$ cat src/rtl/dec_result_reorder.sv
// Reorder buffer for out-of-order 1-bit classification results keyed by 8-bit sample ID.
// Results are parked in a sliding window and released strictly in ID order over valid/ready.
module dec_result_reorder #(
    parameter  int WINDOW = 64,
    localparam int AW     = $clog2(WINDOW)
) (
    input  logic          clk,
    input  logic          rst_n,
    input  logic          clr,
    input  logic [7:0]    start_id,
    input  logic          in_valid,
    input  logic [7:0]    in_id,
    input  logic          in_bit,
    output logic          out_valid,
    input  logic          out_ready,
    output logic [7:0]    out_id,
    output logic          out_bit,
    output logic [AW:0]   pending,
    output logic          err_dup,
    output logic          err_range
);

    logic [7:0]        head_q, head_d;
    logic [WINDOW-1:0] occ_q, occ_d;
    logic [WINDOW-1:0] res_q, res_d;
    logic [AW:0]       pending_q, pending_d;
    logic              errDup_q, errDup_d;
    logic              errRange_q, errRange_d;

    logic [7:0]    offset;
    logic          inRange;
    logic          isDup;
    logic          doAccept;
    logic          doRelease;
    logic [AW-1:0] inSlot;
    logic [AW-1:0] headSlot;

    assign inSlot    = in_id[AW-1:0];
    assign headSlot  = head_q[AW-1:0];
    // Offset uses 8-bit wrap so a window straddling 255->0 is still contiguous.
    assign offset    = in_id - head_q;
    assign inRange   = {1'b0, offset} < 9'(WINDOW);
    assign isDup     = occ_q[inSlot];
    assign doAccept  = in_valid && inRange && !isDup;
    assign doRelease = occ_q[headSlot] && out_ready;

    assign out_valid = occ_q[headSlot];
    assign out_id    = head_q;
    assign out_bit   = res_q[headSlot];
    assign pending   = pending_q;
    assign err_dup   = errDup_q;
    assign err_range = errRange_q;

    always_comb begin
        head_d     = head_q;
        occ_d      = occ_q;
        res_d      = res_q;
        pending_d  = pending_q;
        errDup_d   = errDup_q;
        errRange_d = errRange_q;
        if (clr) begin
            head_d     = start_id;
            occ_d      = '0;
            pending_d  = '0;
            errDup_d   = 1'b0;
            errRange_d = 1'b0;
        end else begin
            // Accept and release never hit the same slot: one needs it empty, the other full.
            if (doRelease) begin
                occ_d[headSlot] = 1'b0;
                head_d          = head_q + 8'd1;
            end
            if (doAccept) begin
                occ_d[inSlot] = 1'b1;
                res_d[inSlot] = in_bit;
            end
            if (doAccept && !doRelease) begin
                pending_d = pending_q + 1'b1;
            end else if (!doAccept && doRelease) begin
                pending_d = pending_q - 1'b1;
            end
            if (in_valid && !inRange) begin
                errRange_d = 1'b1;
            end else if (in_valid && isDup) begin
                errDup_d = 1'b1;
            end
        end
    end

    always_ff @(posedge clk or negedge rst_n) begin
        if (!rst_n) begin
            head_q     <= '0;
            occ_q      <= '0;
            res_q      <= '0;
            pending_q  <= '0;
            errDup_q   <= 1'b0;
            errRange_q <= 1'b0;
        end else begin
            head_q     <= head_d;
            occ_q      <= occ_d;
            res_q      <= res_d;
            pending_q  <= pending_d;
            errDup_q   <= errDup_d;
            errRange_q <= errRange_d;
        end
    end

endmodule

$ cat config.mk
export PLATFORM = sky130hd
export DESIGN_NAME = dec_result_reorder
export DESIGN_NICKNAME = d
export VERILOG_FILES = /design/src/rtl/dec_result_reorder.sv
export SDC_FILE = /design/constraint.sdc
export NUM_CORES = 1
export LEC_CHECK = 0
export ABC_AREA = 1
export CORE_UTILIZATION = 49
export CTS_CLUSTER_DIAMETER = 100
export CTS_CLUSTER_SIZE = 12
export DETAILED_ROUTE_END_ITERATION = 12
export PLACE_DENSITY_LB_ADDON = 0.05
export SLEW_MARGIN = 0
export SYNTH_ARGS = -nofsm -noshare
export SYNTH_HDL_FRONTEND = slang
export SYNTH_SLANG_ARGS = --single-unit
$ cat constraint.sdc
create_clock -name clk -period 3 [get_ports clk]
set_input_delay 0.6 -clock clk [delete_from_list [all_inputs] [get_ports clk]]
set_output_delay 0.6 -clock clk [all_outputs]
set_load 0.005 [all_outputs]
==> impl_results.md <==
- Max-cap violations: 0
- Register area share after synthesis: 42.3%
- RSZ-0062 raised after global routing: yes
- Proportion of layout cells with a drive suffix above 1: 20.4%
- Routed WL per cell: 18.7 um
- First-pass GRT wire length: about 47000 um
- Worst-Skew Late Latency: between 0.4 and 0.5 ns
- Total power: 5.95 mW
- Root Driver: clkbuf_16
- Fill count: 1528
- Final Setup Violations: 3
- Clk buf depth: 2
- Worst r2r src: out_id[0]
- Pre-CTS WS: -0.530 ns
- # hold bufs at CTS: 0
- Worst Hold Class: input pin to asynchronous set/reset pin
- Most frequent cells in the layout: 520 x nand2_1, 142 x dfrtp_1, 136 x buf_4
- Vias/cell: around 5.6
- Initial Utilization: around half
- Endpoints failing hold: 0
- Largest net degree at the start of global routing: 78
- DRT Pass-1 Iters: 5
- Synth top area share: between 40% and 50%
- Status: finished with violations
- WP data arrival: about 2.6 ns
- Clock sinks: 145
- TritonCTS clock tree: yes
- CP max-delay cell: dfrtp_2
- Worst path depth: 12
- Crit path launch type: register
- Register-to-Register Path Depth: 20
- Nets: 1402
- Inserted Clock Buffers: 17
- Netlist Area Pre-Place: 0.00858 mm2
- Via count: 9015
- Iteration-0 DRC Markers: 837
- Total grt overflow: 0
- Leakage power: around 5.6 nW
- Fin. max-slew vios: 0
- Most common cell after layout, fill and taps aside: nand2_1
- Worst path top cell family by delay: buffers and inverters
- Min Tclk post-route: 3.16 ns
- Cell area power density: 527 mW/mm2
- ANT cells: 0
- Yosys warns: 0
- Initial antenna violation count: 0
- Post-synthesis cell count: 1203
- Syn-to-layout area delta: 31.5%
- Total GRT Usage: 34.7%
- Clock transition at path regs: 0.06 ns
- Die X: 134 um
- Crit path capture type: output pin
- Cell mode on critical path: nand2_1
- Yosys top cell by area: dfrtp_1
- Final wirelength: roughly 30000 um
- Period utilization: 105%
- Synth area leaders: dfrtp_1 42%, nand2_1 23%, o21ai_0 5.7%
- Vias in the first global route: 8511
- FF-to-FF setup slack: -0.01 ns
- CP peak stage delay: 0.45 ns
- Crit path cell chain: inv_4 -> buf_12 -> buf_16 -> nand2_1 -> o211ai_1 -> nand2_1 -> o21ai_2 -> nand2_1 -> nor2_2 -> nand2_2 -> buf_4 -> clkdlybuf4s50_1
- Core area: approximately 0.017 mm2
- Fmax: 317 MHz
- Least-Margin Pin Slew: 0.689 ns
- Synth Register Bits: 145
- H-tree depth: 4
- HPWL Detailed: 21100 um
- Post-synthesis net count: 1239
- Crit-path max FO: 10
- Setup WS post-layout: -0.159 ns
- Io pins: roughly 40
- Post-synthesis cell type count: 37
- Headroom to the max-slew limit: 54.1%
- Reg-to-reg endpoint: pending[5]
- Failing checks: negative setup slack
- Die Footprint: 0.0180 mm2
- Routability cong.: between 0.9 and 1
- Worst Setup Path Type: register to output pin
- Row Count: 48
- I/O Buffers: 40
- Crit path buf inv count: 5
- Req. time, crit path: approximately 2.4 ns
- Final Skew: 0.0152 ns
- Chip Height: 134 um
- Peak VDD IR: slightly above 0.0004 V
- DRC: 0
- Synth Area per Inst: between 7 and 8 um2
- ANT nets after route: 0
==> stage by stage <==
step                setup TNS, ns  hold WS, ns  instance area, um2  utilization [%]  std cells
CTS                        -0.237       0.0825               11200             65.0       1602
global route                -1.04       0.0935               11300             65.7       1604
global placement            -5.81        0.472               10200             59.5       1553
floorplan                 -0.0345        0.304                8630                -       1203
finish                     -0.316       0.0657               11300             65.7       1604
detailed placement         -10.78        0.479               10200             59.5       1553
==> cell families (layout without fill, tap and decap cells) <==
| group | Yosys count | count (layout) | share of synthesized area [%] |
|---|---|---|---|
| AND/OR/NAND/NOR | 660 | 660 | 32.4 |
| AO/OA/AOI/OAI | 247 | 247 | 16.0 |
| flip-flops | 145 | 145 | 42.3 |
| buffers and inverters | 129 | 305 | 6.40 |
| adder cells (fa/ha/maj) | 14 | 14 | 2.13 |
| XOR/XNOR | 8 | 8 | 0.817 |
==> per-layer routing <==
| metal | GRT usage [%] | share of wire, % | vias up |
|---|---|---|---|
| li1 | - | - | 4266 |
| met1 | 48.3 | 44 | 4228 |
| met2 | 53.1 | 44 | 449 |
| met3 | 5.93 | 8.1 | 72 |
| met4 | 15.5 | 4.2 | 0 |
| met5 | 0 | 0 | - |
==> worst max-delay path by stage <==
stage | slack, ns | from | endpoint
after floorplan | -0.03 | in_id[5] | pending[6]
after global placement | -0.44 | in_id[2] | pending[6]
after detailed placement | -0.53 | in_id[5] | pending[5]
after CTS | -0.09 | out_id[2] | out_valid
after global routing | -0.23 | out_id[2] | out_bit
final | -0.16 | out_id[0] | out_valid
==> state kept, by name, indices dropped and copies added, names as in the netlist <==
signal     count
pending        7
out_id         8
occ_q         64
err_range      1
err_dup        1
res_q         64
==> area by class of cell <==
type	instances	area [um2]	share of cell area, %
inverter	74	289	2.56
sequential	145	3630	32.2
timing repair buffer	199	1800	16.0
tap	225	282	2.50
multi-input combinational	929	4690	41.6
clock buffer	22	484	4.29
clock inverter	10	100	0.887
==> power by group <==
part	switching, mW	total (mW)	internal [mW]
Clock	0.893	2.13	1.24
Sequential	0.0883	2.14	2.05
Combinational	0.912	1.68	0.764
==> timing repair <==
action                                  in CTS  in global routing
resized for setup                           59                 28
gates cloned                                 1                  0
setup buffers                               18                  2
endpoints found under the setup margin       5                 45
endpoints found under the hold margin        0                  0
pin swaps                                   33                 12
==> synth_stat cells (all sizes together) <==
library cell and instances:
a21oi 16, dfrtp 145, clkbuf 35, nand3 46
nor2 43, xor2 7, o31ai 15, xnor2 1
fa 1, a31oi 1, o22ai 1, or2 5
nand3b 2, a22o 3, o211ai 10, o21ai 183
inv 71, clkinv 3, o2bb2ai 1, nand4 7
ha 13, buf 20, nor3 21, a221oi 8
a21o 1, a22oi 8, nand2 536
Note: power is estimated with default switching activity, not from simulation.
